File: src/rtl/fifo_rd_pkg.sv
// Shared constants for the FIFO read-side stream controller.
// Defaults match sync_fifo_32x8; widths are derived from the buffer depth.
package fifo_rd_pkg;

    localparam int WIDTH_D     = 8;
    localparam int BUF_DEPTH_D = 4;
    localparam int BURST_LEN_D = 8;
    localparam int CNT_W_D     = 16;

    localparam int PTR_W_D = $clog2(BUF_DEPTH_D);
    localparam int OCC_W_D = $clog2(BUF_DEPTH_D + 1);

    function automatic int occ_w(input int depth);
        return $clog2(depth + 1);
    endfunction

    function automatic int beat_w(input int burst);
        return (burst > 1) ? $clog2(burst) : 1;
    endfunction

endpackage

File: src/rtl/fifo_stream_reader_if.sv
// FIFO read port plus valid/ready output stream.
// master = the reader, slave = FIFO and consumer side.
interface fifo_stream_reader_if
    import fifo_rd_pkg::*;
    #(parameter int WIDTH = WIDTH_D);

    logic             fifo_empty;
    logic [WIDTH-1:0] fifo_dout;
    logic             fifo_rd_en;
    logic             m_valid;
    logic             m_ready;
    logic [WIDTH-1:0] m_data;
    logic             m_last;

    modport master (
        input  fifo_empty,
        input  fifo_dout,
        input  m_ready,
        output fifo_rd_en,
        output m_valid,
        output m_data,
        output m_last
    );

    modport slave (
        output fifo_empty,
        output fifo_dout,
        output m_ready,
        input  fifo_rd_en,
        input  m_valid,
        input  m_data,
        input  m_last
    );

endinterface

File: src/rtl/fifo_rd_outbuf.sv
// Circular register buffer that absorbs the FIFO read latency.
// Head entry is presented combinationally; pop is ignored when empty.
module fifo_rd_outbuf
    import fifo_rd_pkg::*;
#(
    parameter int WIDTH = WIDTH_D,
    parameter int DEPTH = BUF_DEPTH_D
) (
    input  logic                        clk,
    input  logic                        rst,
    input  logic                        i_push,
    input  logic [WIDTH-1:0]            i_wdata,
    input  logic                        i_pop,
    output logic [$clog2(DEPTH+1)-1:0]  o_occ,
    output logic [WIDTH-1:0]            o_head
);

    localparam int PTR_W = $clog2(DEPTH);
    localparam int OCC_W = occ_w(DEPTH);

    logic [WIDTH-1:0] r_mem [DEPTH];
    logic [PTR_W-1:0] r_wr_ptr;
    logic [PTR_W-1:0] r_rd_ptr;
    logic [OCC_W-1:0] r_occ;
    logic             w_pop;

    assign w_pop  = i_pop && (r_occ != '0);
    assign o_occ  = r_occ;
    assign o_head = r_mem[r_rd_ptr];

    always_ff @(posedge clk or posedge rst) begin
        if (rst) begin
            for (int i = 0; i < DEPTH; i++) begin
                r_mem[i] <= '0;
            end
            r_wr_ptr <= '0;
            r_rd_ptr <= '0;
            r_occ    <= '0;
        end else begin
            if (i_push) begin
                r_mem[r_wr_ptr] <= i_wdata;
                r_wr_ptr        <= r_wr_ptr + PTR_W'(1);
            end
            if (w_pop) begin
                r_rd_ptr <= r_rd_ptr + PTR_W'(1);
            end
            // Simultaneous push and pop leaves occupancy unchanged.
            unique case ({i_push, w_pop})
                2'b10:   r_occ <= r_occ + OCC_W'(1);
                2'b01:   r_occ <= r_occ - OCC_W'(1);
                default: r_occ <= r_occ;
            endcase
        end
    end

endmodule

File: src/rtl/fifo_stream_reader.sv
// Drains sync_fifo_32x8 onto a valid/ready stream with burst last tagging.
// Reads are issued only against guaranteed buffer space, so no m_ready path.
module fifo_stream_reader
    import fifo_rd_pkg::*;
#(
    parameter int WIDTH     = WIDTH_D,
    parameter int BUF_DEPTH = BUF_DEPTH_D,
    parameter int BURST_LEN = BURST_LEN_D,
    parameter int CNT_W     = CNT_W_D
) (
    input  logic                 clk,
    input  logic                 rst,
    input  logic                 enable,
    fifo_stream_reader_if.master bus,
    output logic [CNT_W-1:0]     word_cnt
);

    localparam int OCC_W  = occ_w(BUF_DEPTH);
    localparam int BEAT_W = beat_w(BURST_LEN);

    logic              r_rd_pending;
    logic [BEAT_W-1:0] r_beat;
    logic [CNT_W-1:0]  r_word_cnt;
    logic [OCC_W-1:0]  w_occ;
    logic [OCC_W:0]    w_inflight;
    logic              w_hs;
    logic              w_beat_end;

    // Words already buffered plus the one still in the FIFO pipeline.
    assign w_inflight = {1'b0, w_occ} + (OCC_W+1)'(r_rd_pending);

    assign bus.fifo_rd_en = !rst && enable && !bus.fifo_empty
                         && (w_inflight < (OCC_W+1)'(BUF_DEPTH));

    assign bus.m_valid = (w_occ != '0);
    assign w_hs        = bus.m_valid && bus.m_ready;
    assign w_beat_end  = (r_beat == BEAT_W'(BURST_LEN - 1));
    assign bus.m_last  = bus.m_valid && w_beat_end;
    assign word_cnt    = r_word_cnt;

    fifo_rd_outbuf #(
        .WIDTH (WIDTH),
        .DEPTH (BUF_DEPTH)
    ) u_outbuf (
        .clk     (clk),
        .rst     (rst),
        .i_push  (r_rd_pending),
        .i_wdata (bus.fifo_dout),
        .i_pop   (w_hs),
        .o_occ   (w_occ),
        .o_head  (bus.m_data)
    );

    always_ff @(posedge clk or posedge rst) begin
        if (rst) begin
            r_rd_pending <= 1'b0;
            r_beat       <= '0;
            r_word_cnt   <= '0;
        end else begin
            r_rd_pending <= bus.fifo_rd_en;
            if (w_hs) begin
                r_beat     <= w_beat_end ? '0 : r_beat + BEAT_W'(1);
                r_word_cnt <= r_word_cnt + CNT_W'(1);
            end
        end
    end

endmodule

File: src/flat_wrapper.sv
// flat-port wrapper written by rule: the top's interface ports become plain ports
module fifo_stream_reader_flat import fifo_rd_pkg::*;
#(
    parameter int WIDTH     = WIDTH_D,
    parameter int BUF_DEPTH = BUF_DEPTH_D,
    parameter int BURST_LEN = BURST_LEN_D,
    parameter int CNT_W     = CNT_W_D
)
  (clk, rst, enable, word_cnt, bus_fifo_empty, bus_fifo_dout, bus_m_ready, bus_fifo_rd_en, bus_m_valid, bus_m_data, bus_m_last);
  fifo_stream_reader_if #(.WIDTH(WIDTH)) bus_i ();
  input  logic clk;
  input  logic rst;
  input  logic enable;
  output logic [CNT_W-1:0] word_cnt;
  input wire logic [$bits(bus_i.fifo_empty)-1:0] bus_fifo_empty;
  input wire logic [$bits(bus_i.fifo_dout)-1:0] bus_fifo_dout;
  input wire logic [$bits(bus_i.m_ready)-1:0] bus_m_ready;
  output wire logic [$bits(bus_i.fifo_rd_en)-1:0] bus_fifo_rd_en;
  output wire logic [$bits(bus_i.m_valid)-1:0] bus_m_valid;
  output wire logic [$bits(bus_i.m_data)-1:0] bus_m_data;
  output wire logic [$bits(bus_i.m_last)-1:0] bus_m_last;
  assign bus_i.fifo_empty = bus_fifo_empty;
  assign bus_i.fifo_dout = bus_fifo_dout;
  assign bus_i.m_ready = bus_m_ready;
  assign bus_fifo_rd_en = bus_i.fifo_rd_en;
  assign bus_m_valid = bus_i.m_valid;
  assign bus_m_data = bus_i.m_data;
  assign bus_m_last = bus_i.m_last;
  fifo_stream_reader #(.WIDTH(WIDTH), .BUF_DEPTH(BUF_DEPTH), .BURST_LEN(BURST_LEN), .CNT_W(CNT_W)) u_core (.clk(clk), .rst(rst), .enable(enable), .bus(bus_i), .word_cnt(word_cnt));
endmodule
File: config.mk
export PLATFORM = sky130hd
export DESIGN_NAME = fifo_stream_reader_flat
export DESIGN_NICKNAME = d
export VERILOG_FILES = /design/src/rtl/fifo_rd_pkg.sv /design/src/rtl/fifo_stream_reader_if.sv /design/src/rtl/fifo_rd_outbuf.sv /design/src/rtl/fifo_stream_reader.sv /design/src/flat_wrapper.sv
export SDC_FILE = /design/constraint.sdc
export NUM_CORES = 1
export LEC_CHECK = 0
export CAP_MARGIN = 10
export CORE_MARGIN = 2
export CORE_UTILIZATION = 37
export DETAILED_ROUTE_END_ITERATION = 8
export PLACE_DENSITY = 0.65
export SLEW_MARGIN = 5
export SYNTH_ARGS = -nofsm -noshare
export SYNTH_HDL_FRONTEND = slang
export SYNTH_SLANG_ARGS = --single-unit
File: constraint.sdc
create_clock -name clk -period 6.2 [get_ports clk]
set_input_delay 0.93 -clock clk [delete_from_list [all_inputs] [get_ports clk]]
set_output_delay 0.93 -clock clk [all_outputs]
set_load 0.02 [all_outputs]
Word level (Yosys, flattened, before mapping)
Cells that the tools add are included.
{ "totals": {"elab_cells": 45, "out_inout_bits": 27, "ff_bits": 59} }
{ "classes": {"n_reduce_logical": 11, "n_mux": 8, "bitwise_logic": 2, "addsub": 7, "n_eq_ne": 3, "magnitude_cmp": 4} }
{ "op_table": {"columns": ["op", "count"], "rows": [
  ["$bwmux W32", 1],
  ["$mux W8", 3],
  ["$add A16 B1 Y16 const B", 1],
  ["$bmux W8 S2", 1],
  ["$demux W8 S2", 1],
  ["$logic_and A1 B1 Y1", 7],
  ["$add A3 B1 Y3 const B", 2],
  ["$ge A3 B3 Y1 const B", 2],
  ["$not A2 Y3", 2],
  ["$pmux W3 S2", 1],
  ["$add A2 B1 Y2 const B", 2],
  ["$add A3 B1 Y4", 1],
  ["$lt A4 B3 Y1 const B", 1],
  ["$eq A3 B3 Y1 const B", 1],
  ["$lt A3 B1 Y1 const B", 1],
  ["$mux W3", 1],
  ["$reduce_bool A3 Y1", 1],
  ["$sub A3 B1 Y3 const B", 1],
  ["$eq A2 B1 Y1 const B", 1],
  ["$eq A2 B2 Y1 const B", 1],
  ["$logic_not A1 Y1", 2],
  ["$reduce_bool A2 Y1", 1]
]} }

Longest topological paths before layout
{ "depth": {"word_depth": 6, "mapped_depth": 8, "ltp_nobuf": 8} }

Modules after synthesis
A second synthesis with hierarchy kept.
{ "unflattened": {"cells_unflattened": 193, "area_unflattened_um2": 2683.8} }
{ "by_module_without_submodules": {"columns": ["mod", "cells_each", "area_per_inst_um2", "n_inst"], "rows": [
  ["fifo_rd_outbuf", 111, 1761.7, 1],
  ["fifo_stream_reader", 82, 922.1, 1]
]} }

Worst setup path after synthesis
No wires, ideal clock.
{ "synth_path": {"path_type": "input to output", "from": "input rst", "to": "output bus_fifo_rd_en", "required_time_ns": 5.270, "slack_ns": 2.485, "path_stages": 3, "arrival_ns": 2.785, "path_buffers": 0, "cell_sequence": "inv_1 -> nand3_1 -> a31oi_1"} }
{ "synth_via": {"elab_chain_len": 4} }
{ "synth_lines": {"columns": ["item", "line", "text"], "rows": [
  ["start: declaration", "flat_wrapper.sv:12", "input logic rst;"],
  ["$logic_not A1 Y1", "fifo_stream_reader.sv:32", "assign bus.fifo_rd_en = !rst && enable && !bus.fifo_empty"],
  ["$logic_and A1 B1 Y1 (2 in a row)", "fifo_stream_reader.sv:32", null],
  ["$logic_and A1 B1 Y1", "fifo_stream_reader.sv:33", "&& (w_inflight < (OCC_W+1)'(BUF_DEPTH));"],
  ["end: declaration", "flat_wrapper.sv:18", "output wire logic [$bits(bus_i.fifo_rd_en)-1:0] bus_fifo_rd_en;"]
]} }
No other way between the ends.

Worst setup path in the final report
Ends and elaborated chain as after synthesis.

==> flow_summary.toml <==
[outcome]
status = "finished clean"

[critical_path]
crit_buf_inv = 3
cpMostUsedCell = "clkdlybuf4s50_1"
r2r_start = "u_core.u_outbuf.o_occ[0]"
crit_path_end_kind = "output port"
critPathKind = "input port to output port"
cpMaxStageDelayCell = "clkdlybuf4s50_1"
reg2reg_depth = 8
cp-start-kind = "input port"
worstPathMaxFanout = 2
r2r_setup_slack_ns = 4.04
critPathMaxStageDelay_ns = 0.64
crit_chain = "clkdlybuf4s50_1 -> inv_2 -> nand3_1 -> a31oi_1 -> clkdlybuf4s50_1"
crit_arrival_ns = 2.34
critPathTopFamily = "buffers and inverters"
worstPathRequired_ns = 5.27
r2r_end = "u_core.u_outbuf.o_occ[2]"

[floorplanning]
dieHeight_um = 88.5
start_util_pct = 38.6
core_area_sq_um = 6830
rows = 30
dieArea_sq_um = 7830
dieWidth_um = 88.5
io_pins = 40

[sta]
rsz0062_at_grt = "no"
worstMarginPinSlew_ns = 0.754
fin_crit_sh_pct = 52.7
fmax_mhz = 306
period_needed_ns = 3.27
final-max-slew-violation-count = 0
finClkSkew_ns = 0.00659
slew_headroom_pct = 49.7
setup_viol = 0
tns_ns = 0
finalHoldViolCount = 0

[synth]
syn_inst = 187
ys_ff_latch = 59
syn-num-nets = 209
ys_types = 29
yosysSeqAreaShare_pct = 55.9
syn_area_sq_um = 2640
ys_warn_count = 0
syn_area_per_cell_sq_um = 14.1

[drt]
ant_nets = 0
vias = 1585
viasPerCell = 4.72
wl_per_cell_um = 14.7
first_pass_iters = 4
drtIter0Drc = 45
finalWirelength_um = 4950
drc_errors = 0

[power_and_ir_drop]
p_switching_mw = 0.536
clock_power_share_pct = 18.3
combPwrFrac_pct = 37.8
p_int_mw = 1.04
p_sw_share_pct = 34.1
ir_worst_vdd_uv = 207
p_per_area_nw_per_um2 = 476
p_seq_share_pct = 43.9
power.leakage_nw = 1.44

[final_layout]
layout_commonest_cell = "dfrtp_1"
drive_gt1_share_pct = 25.8
finalNonFillerCells = 336
syn_to_final_growth_pct = 25.2
mostFrequentLayoutCells = "dfrtp_1 (59), clkdlybuf4s50_1 (39), mux2_2 (32)"
design_area_sq_um = 3310
diodes = 0
fill_cells = 644
final_nets = 257

[placed_design]
dp.cells = 320
hpwl_um = 3420
placed_area_sq_um = 3150
gp_congestion = 0.688
io_buffer_count = 39

[cts]
post_cts_buffers = 0
cts_inserted_buffers = 9
cts_root_buffer = "clkbuf_8"
cts-resized-gates = 0
cts_tree = "yes"
path_clk_slew_ns = 0.06
clk_path_buf_depth = 2
cts_sinks = 59
h-tree-depth = 3
postCtsHoldBufs = 0
clk_latency_ns = 0.33

[global_routing]
antenna_found_initial = 0
grt_pass1_vias = 1654
overflow = 0
grt_pass1_wl_um = 8220
grt_util_all_layers_pct = 14.3
grt_max_degree = 60

[min_path]
worst_hold_startpoint = "u_core.word_cnt[15]"
whs_endpoint = "u_core.word_cnt[15]"
min_path_cells = 1
hold_path_class = "flip-flop to flip-flop"

[flow_run]
drv_cap = 0
-- per-layer routing --
metal  track usage [%]  vias up  share of wire, %  wire [um]
met2              21.9       30                48       2350
met5                 0        -                 0          0
met4              7.44        0               1.5         76
met3              3.17        9               3.5        175
met1              18.9      790                47       2340
li1                  -      756                 -          -
-- state kept, by name, indices dropped and copies added (netlist names) --
register / flops
u_core.u_outbuf.r_mem: 32
u_core.word_cnt: 16
u_core.r_beat: 3
u_core.u_outbuf.o_occ: 3
u_core.u_outbuf.r_rd_ptr: 2
u_core.u_outbuf.r_wr_ptr: 2
u_core.r_rd_pending: 1
-- worst max-delay path by stage --
| stage | start | end | cells past startpoint |
|---|---|---|---|
| floorplan | rst | bus_fifo_rd_en | 3 |
| global placement | rst | bus_fifo_rd_en | 5 |
| detailed placement | rst | bus_fifo_rd_en | 5 |
| CTS | rst | bus_fifo_rd_en | 5 |
| global route | bus_fifo_empty | bus_fifo_rd_en | 5 |
| finish | rst | bus_fifo_rd_en | 5 |
-- kinds of logic (layout without fill, tap and decap cells) --
kind of cell | Yosys count | after routing | synth area share (%)
xor gates and xnor gates | 21 | 21 | 6.97
AOI/OAI and AO/OA | 5 | 5 | 2.13
adders and majority gates | 9 | 9 | 4.55
muxes | 41 | 41 | 20.9
buffers and inverters | 11 | 64 | 1.61
DFF | 59 | 59 | 55.9
and+or+nand+nor | 41 | 41 | 7.96
-- cells in the mapped netlist (all sizes together) --
cell | count | area [sq um]
or3 | 1 | 6.26
and3 | 3 | 18.8
dfrtp | 59 | 1480
fa | 1 | 20.0
and2 | 1 | 6.26
clkbuf | 1 | 3.75
ha | 8 | 100
o311ai | 1 | 16.3
nor3 | 3 | 31.3
xor2 | 8 | 70.1
o31ai | 1 | 21.3
nand3 | 5 | 25.0
mux2 | 32 | 360
a21o | 1 | 7.51
nor2 | 4 | 15.0
nand2 | 18 | 67.6
o21ai | 1 | 5.00
mux4 | 8 | 180
inv | 8 | 30.0
mux2i | 1 | 10.0
and4 | 1 | 8.76
a31oi | 1 | 6.26
xnor2 | 13 | 114
nand4 | 5 | 31.3
buf | 2 | 8.75
-- layout make-up --
type / instances / area [sq um] / share of cell area (%)
Sequential cell: 59 / 1480 / 44.7
Multi-Input combinational cell: 117 / 1120 / 33.9
Timing Repair Buffer: 40 / 398 / 12.0
Clock buffer: 10 / 128 / 3.86
Tap cell: 96 / 120 / 3.63
Clock inverter: 6 / 32.5 / 0.984
Inverter: 8 / 30.0 / 0.908
-- power groups by stage --
stage | clock network [mW] | registers, mW | logic [mW]
after floorplan | 0 | 0.657 | 0.427
after global placement | 0 | 0.693 | 0.589
after detailed placement | 0 | 0.701 | 0.602
after CTS | 0.298 | 0.695 | 0.604
after global routing | 0.317 | 0.718 | 0.648
final | 0.288 | 0.691 | 0.594
-- through the flow --
step / worst slack [ns] / hold WS, ns / power [mW] / util (%)
final: 2.93 / 0.483 / 1.57 / 48.4
after global routing: 2.87 / 0.518 / 1.68 / 48.4
after CTS: 2.90 / 0.491 / 1.60 / 48.4
after detailed placement: 2.91 / 0.480 / 1.30 / 46.0
after global placement: 2.92 / 0.462 / 1.28 / 46.0
after floorplan: 2.48 / 0.450 / 1.08 / -
(Power assumes the default switching activity.)
